<file path="config.mk">
export PLATFORM = sky130hd
export DESIGN_NAME = tdc_frame_tx_flat
export DESIGN_NICKNAME = d
export VERILOG_FILES = /design/src/rtl/tdc_frame_tx_if.sv /design/src/rtl/tdc_frame_tx.sv /design/src/flat_wrapper.sv
export SDC_FILE = /design/constraint.sdc
export NUM_CORES = 1
export LEC_CHECK = 0
export BUFFER_PORTS_ARGS = -buffer_cell sky130_fd_sc_hd__buf_2
export CELL_PAD_IN_SITES_DETAIL_PLACEMENT = 1
export CELL_PAD_IN_SITES_GLOBAL_PLACEMENT = 1
export CORE_MARGIN = 2
export CORE_UTILIZATION = 55
export CTS_BUF_LIST = sky130_fd_sc_hd__clkbuf_8
export CTS_CLUSTER_SIZE = 8
export DETAILED_ROUTE_END_ITERATION = 10
export HOLD_SLACK_MARGIN = 0.02
export PLACE_DENSITY_LB_ADDON = 0.1
export SLEW_MARGIN = 0
export SYNTH_ARGS = -nofsm -noshare
export SYNTH_HDL_FRONTEND = slang
export SYNTH_SLANG_ARGS = --single-unit
</file>
<file path="constraint.sdc">
create_clock -name pll_clk -period 4.7 [get_ports pll_clk]
set_input_delay 0.705 -clock pll_clk [delete_from_list [all_inputs] [get_ports pll_clk]]
set_output_delay 0.705 -clock pll_clk [all_outputs]
set_load 0.01 [all_outputs]
</file>
<file path="src/rtl/tdc_frame_tx_if.sv">
// TDC word input, byte-stream output and status for tdc_frame_tx.
// master = framer side, slave = TDC/consumer side.
interface tdc_frame_tx_if #(
  parameter int DEPTH = 8
);
  localparam int LW = $clog2(DEPTH) + 1;

  logic [36:0]   time_in;
  logic          dval;
  logic [7:0]    tx_data;
  logic          tx_valid;
  logic          tx_ready;
  logic [LW-1:0] fifo_level;
  logic [15:0]   drop_cnt;
  logic          busy;

  modport master (
    input  time_in, dval, tx_ready,
    output tx_data, tx_valid, fifo_level, drop_cnt, busy
  );

  modport slave (
    output time_in, dval, tx_ready,
    input  tx_data, tx_valid, fifo_level, drop_cnt, busy
  );
endinterface

</file>
<file path="src/rtl/tdc_frame_tx.sv">
// Buffers 37-bit TDC words and sends each as a 6-byte frame (sync, flag|w[36:32], 4 bytes), MSB first.
// First byte valid 2 edges after dval; tx_data/state hold under !tx_ready; a full FIFO drops and counts.
module tdc_frame_tx #(
  parameter int         DEPTH     = 8,
  parameter logic [7:0] SYNC_BYTE = 8'hA5
) (
  input logic           pll_clk,
  input logic           rst,
  tdc_frame_tx_if.master bus
);
  localparam int AW = $clog2(DEPTH);
  localparam int LW = AW + 1;
  localparam logic [LW-1:0] DEPTH_L = LW'(DEPTH);

  typedef enum logic [2:0] {IDLE, HDR, B4, B3, B2, B1, B0} state_t;

  state_t        state_q, state_d;
  logic [36:0]   mem_q [DEPTH];
  logic [AW-1:0] wr_ptr_q, rd_ptr_q;
  logic [LW-1:0] level_q, level_d;
  logic [36:0]   shift_q, shift_d;
  logic          dflag_q, dflag_d;
  logic          drop_pend_q, drop_pend_d;
  logic [15:0]   drop_cnt_q, drop_cnt_d;
  logic [7:0]    tx_data_q, tx_data_d;
  logic          tx_valid_q, tx_valid_d;
  logic          busy_q, busy_d;
  logic          full, empty, pop, wr_en, drop, accept;

  assign full   = (level_q == DEPTH_L);
  assign empty  = (level_q == '0);
  assign pop    = (state_q == IDLE) && !empty;
  // A pop frees a slot in the same cycle, so a write to a full FIFO is still taken.
  assign wr_en  = bus.dval && (!full || pop);
  assign drop   = bus.dval && full && !pop;
  assign accept = tx_valid_q && bus.tx_ready;

  always_comb begin
    level_d = level_q;
    case ({wr_en, pop})
      2'b10:   level_d = level_q + LW'(1);
      2'b01:   level_d = level_q - LW'(1);
      default: level_d = level_q;
    endcase
  end

  always_comb begin
    shift_d     = pop ? mem_q[rd_ptr_q] : shift_q;
    dflag_d     = pop ? drop_pend_q : dflag_q;
    drop_pend_d = pop ? drop : (drop_pend_q | drop);
    drop_cnt_d  = (drop && drop_cnt_q != 16'hFFFF) ? drop_cnt_q + 16'd1 : drop_cnt_q;
  end

  always_ff @(posedge pll_clk) begin
    if (wr_en) mem_q[wr_ptr_q] <= bus.time_in;
  end

  always_ff @(posedge pll_clk or negedge rst) begin
    if (!rst) begin
      wr_ptr_q    <= '0;
      rd_ptr_q    <= '0;
      level_q     <= '0;
      shift_q     <= '0;
      dflag_q     <= 1'b0;
      drop_pend_q <= 1'b0;
      drop_cnt_q  <= '0;
    end else begin
      if (wr_en) wr_ptr_q <= wr_ptr_q + AW'(1);
      if (pop)   rd_ptr_q <= rd_ptr_q + AW'(1);
      level_q     <= level_d;
      shift_q     <= shift_d;
      dflag_q     <= dflag_d;
      drop_pend_q <= drop_pend_d;
      drop_cnt_q  <= drop_cnt_d;
    end
  end

  always_ff @(posedge pll_clk or negedge rst) begin
    if (!rst) state_q <= IDLE;
    else      state_q <= state_d;
  end

  always_comb begin
    state_d = state_q;
    case (state_q)
      IDLE:    if (pop)    state_d = HDR;
      HDR:     if (accept) state_d = B4;
      B4:      if (accept) state_d = B3;
      B3:      if (accept) state_d = B2;
      B2:      if (accept) state_d = B1;
      B1:      if (accept) state_d = B0;
      B0:      if (accept) state_d = IDLE;
      default: state_d = IDLE;
    endcase
  end

  // Outputs are decoded from the next state so the registered byte matches state_q.
  always_comb begin
    tx_valid_d = (state_d != IDLE);
    busy_d     = (state_d != IDLE) || (level_d != '0);
    case (state_d)
      HDR:     tx_data_d = SYNC_BYTE;
      B4:      tx_data_d = {dflag_q, 2'b00, shift_q[36:32]};
      B3:      tx_data_d = shift_q[31:24];
      B2:      tx_data_d = shift_q[23:16];
      B1:      tx_data_d = shift_q[15:8];
      B0:      tx_data_d = shift_q[7:0];
      default: tx_data_d = '0;
    endcase
  end

  always_ff @(posedge pll_clk or negedge rst) begin
    if (!rst) begin
      tx_data_q  <= '0;
      tx_valid_q <= 1'b0;
      busy_q     <= 1'b0;
    end else begin
      tx_data_q  <= tx_data_d;
      tx_valid_q <= tx_valid_d;
      busy_q     <= busy_d;
    end
  end

  assign bus.tx_data    = tx_data_q;
  assign bus.tx_valid   = tx_valid_q;
  assign bus.fifo_level = level_q;
  assign bus.drop_cnt   = drop_cnt_q;
  assign bus.busy       = busy_q;
endmodule
</file>
<file path="src/flat_wrapper.sv">
// flat-port wrapper written by rule: the top's interface ports become plain ports
module tdc_frame_tx_flat 
#(
  parameter int         DEPTH     = 8,
  parameter logic [7:0] SYNC_BYTE = 8'hA5
)
  (pll_clk, rst, bus_time_in, bus_dval, bus_tx_ready, bus_tx_data, bus_tx_valid, bus_fifo_level, bus_drop_cnt, bus_busy);
  tdc_frame_tx_if #(.DEPTH(DEPTH)) bus_i ();
  input logic pll_clk;
  input logic rst;
  input wire logic [$bits(bus_i.time_in)-1:0] bus_time_in;
  input wire logic [$bits(bus_i.dval)-1:0] bus_dval;
  input wire logic [$bits(bus_i.tx_ready)-1:0] bus_tx_ready;
  output wire logic [$bits(bus_i.tx_data)-1:0] bus_tx_data;
  output wire logic [$bits(bus_i.tx_valid)-1:0] bus_tx_valid;
  output wire logic [$bits(bus_i.fifo_level)-1:0] bus_fifo_level;
  output wire logic [$bits(bus_i.drop_cnt)-1:0] bus_drop_cnt;
  output wire logic [$bits(bus_i.busy)-1:0] bus_busy;
  assign bus_i.time_in = bus_time_in;
  assign bus_i.dval = bus_dval;
  assign bus_i.tx_ready = bus_tx_ready;
  assign bus_tx_data = bus_i.tx_data;
  assign bus_tx_valid = bus_i.tx_valid;
  assign bus_fifo_level = bus_i.fifo_level;
  assign bus_drop_cnt = bus_i.drop_cnt;
  assign bus_busy = bus_i.busy;
  tdc_frame_tx #(.DEPTH(DEPTH), .SYNC_BYTE(SYNC_BYTE)) u_core (.pll_clk(pll_clk), .rst(rst), .bus(bus_i));
endmodule
</file>
==> flow_metrics.tcl <==
set metrics [dict create \
    synth_area_um2 14900 \
    crit_chain "nor3_4 > nand2_2 > nor2_1 > ha_1 > a21o_1 > a21o_1 > mux2i_1 > a211o_1 > or4_1" \
    crit_path_max_incr_delay_ns 0.74 \
    die_y_um 169 \
    cts-root-buf "clkbuf_8" \
    arrival_ns 3.82 \
    hp-class "input pin to asynchronous set/reset pin" \
    finalCritPeriodShare_pct 71.9 \
    setup_tns_ns 0 \
    cts_resized 0 \
    cp-end-kind "register" \
    coreArea_um2 26800 \
    finalHoldViolCount 0 \
    syn_to_final_growth_pct 12.1 \
    p_per_area_nw_per_um2 610 \
    final_common_cell "edfxtp_1" \
    drive_above_1_share_pct 25.9 \
    gr-usage-all-layers_pct 23.4 \
    ys_types 60 \
    ys_ff_latch 374 \
    p_leak_nw 6.05 \
    slew_violations 0 \
    synth-edff-count 296 \
    fin_nets 970 \
    rsz0062_at_grt "false" \
    drt-pass1-iter-count 5 \
    post-dp-hpwl_mm 19.7 \
    ir_drop_uv 413 \
    wl_per_cell_um 24.6 \
    setup_viol 0 \
    use_met1_pct 33.0 \
    cp.required_ns 5.14 \
    grtUsageMet2_pct 38.6 \
    drc_errors 0 \
    die_area_um2 28500 \
    top_level_ports 71 \
    status "finished clean" \
    drv_cap 0 \
    path_max_fanout 29 \
    worstSetupPathType "register to register" \
    cts.sinks 374 \
    viasPerCell 6.00 \
    drt_iter0_markers 625 \
    first_global_vias 8360 \
    routed_wl_mm 32.3 \
    antenna_cells 0 \
    start_util_pct 55.7 \
    crit_top_cell "a21o_1" \
    ys_seq_area_share_pct 72.7 \
    final_cell_mix "296 x edfxtp_1, 75 x dfrtp_1, 74 x mux4_2" \
    crit_start "u_core.state_q[2]" \
    avgSynthCellArea_um2 18.1 \
    fp.dieW_um 169 \
    use_met3_pct 3.46 \
    worstMarginPinSlew_ns 1.03 \
    async_flop_share_pct 20.9 \
    numCtsBuffers 57 \
    grt_max_degree 79 \
    syn_inst 824 \
    grt-ovfl-total 0 \
    max-slew-margin-rel_pct 31.1 \
    cts_hold_buf 0 \
    nFillCells 2367 \
    cp-start-kind "register" \
    hold_ws_ns 0.288 \
    place.gp.congestion 0.841 \
    cts_setup_buffers 0 \
    fin_skew_ns 0.0376 \
    crit_family "simple AND/OR/NAND/NOR gates" \
    r2r_start "u_core.state_q[2]" \
    slowest_stage "dfrtp_1" \
    clkTransAtPathRegs_ns 0.06 \
    period_needed_ns 3.38 \
    vias 7873 \
    syn-num-nets 871 \
    drtAntennaViolNets 0 \
    portBuffers 70 \
    grt_busiest_layer "met2" \
    grt_pass1_wl_mm 49.9 \
    antenna_found_initial 0 \
    synthFlopType "edfxtp_1" \
    fmax_ghz 0.296 \
    yosys_warnings 0 \
    rows 60 \
    cts.path.max_buffers 3 \
    clkLatencyLatePin_ns 0.61 \
    htreeDepth 2 \
    cts_tree "done" \
    timing.critical_path.buf_inv 0 \
]
-- sequential cells by signal, indices dropped and copies added, names as in the netlist --
signal                 cells
u_core.mem_q             296
u_core.shift_q            37
u_core.bus.drop_cnt       16
u_core.bus.tx_data         8
u_core.bus.fifo_level      4
u_core.rd_ptr_q            3
u_core.state_q             3
u_core.wr_ptr_q            3
u_core.bus.busy            1
u_core.bus.tx_valid        1
u_core.dflag_q             1
u_core.drop_pend_q         1
-- layout make-up --
cell class | count | area, um^2 | area share (%)
well taps | 341 | 427 | 2.55
inverters | 4 | 15.0 | 0.0898
clock buffers | 63 | 867 | 5.19
clock inverters | 45 | 189 | 1.13
multi-input cells | 402 | 3910 | 23.4
repair buffers | 84 | 470 | 2.81
flip-flops and latches | 374 | 10800 | 64.9
-- synthesized netlist by cell type (all sizes together) (4+ instances only) --
master  instances  area, um^2
a21boi          4        30.0
a21oi          12        63.8
and3            5        31.3
buf            22         129
clkbuf         22        82.6
dfrtp          78        1950
edfxtp        296        8890
ha              5        62.6
mux2           10         113
mux2i          45         450
mux4           74        1670
nand2          61         231
nand2b          4        25.0
nand3          14        70.1
nand4           6        37.5
nor2           22        82.6
nor3            7        57.6
o21a            4        30.0
o21ai          57         285
xnor2          16         140
xor2            4        35.0
-- path summary, 6_finish.rpt --
kind / cells after the start / slack (ns) / end
max: 9 / 1.32 / u_core.bus.busy
max reg2reg: 9 / 1.32 / u_core.bus.busy
min: 1 / 0.29 / u_core.shift_q[6]
max in group asynchronous: 1 / 3.61 / u_core.rd_ptr_q[0]
min in group pll_clk: 1 / 0.37 / u_core.mem_q[6][22]
min reg2reg: 1 / 0.50 / u_core.bus.drop_cnt[15]
-- logic make-up after synthesis --
| kind of cell | after synthesis | synth area share, % |
|---|---|---|
| flops | 374 | 72.7 |
| simple gates | 135 | 4.43 |
| mux | 129 | 14.9 |
| compound gates | 112 | 4.71 |
| buf+inv | 48 | 1.52 |
| xor+xnor | 20 | 1.17 |
| fa+ha+maj | 6 | 0.554 |
-- stage by stage --
stage	total power, W	util, %	std cells	worst slack, ns	area [um^2]
6_report	0.0102	62.4	1313	1.32	16700
5_1_grt	0.0107	62.4	1313	1.14	16700
4_1_cts	0.0103	62.4	1313	1.38	16700
3_5_place_dp	0.00786	58.4	1205	1.39	15700
3_3_place_gp	0.00770	58.4	1205	1.47	15700
2_1_floorplan	0.00684	-	824	0.355	14900
-- report_power, final --
group,internal (W),switching [W]
registers,0.00425,0.000670
logic,0.00132,0.00153
clock network,0.00123,0.00120
total,0.00680,0.00340
-- metal layers --
| metal | up-vias | part of all wire [%] |
|---|---|---|
| met1 | 4157 | 45 |
| met4 | 0 | 1.9 |
| met5 | - | 0 |
| li1 | 3491 | - |
| met3 | 44 | 3.6 |
| met2 | 181 | 50 |
No activity file was read; power rests on OpenSTA's default activity.
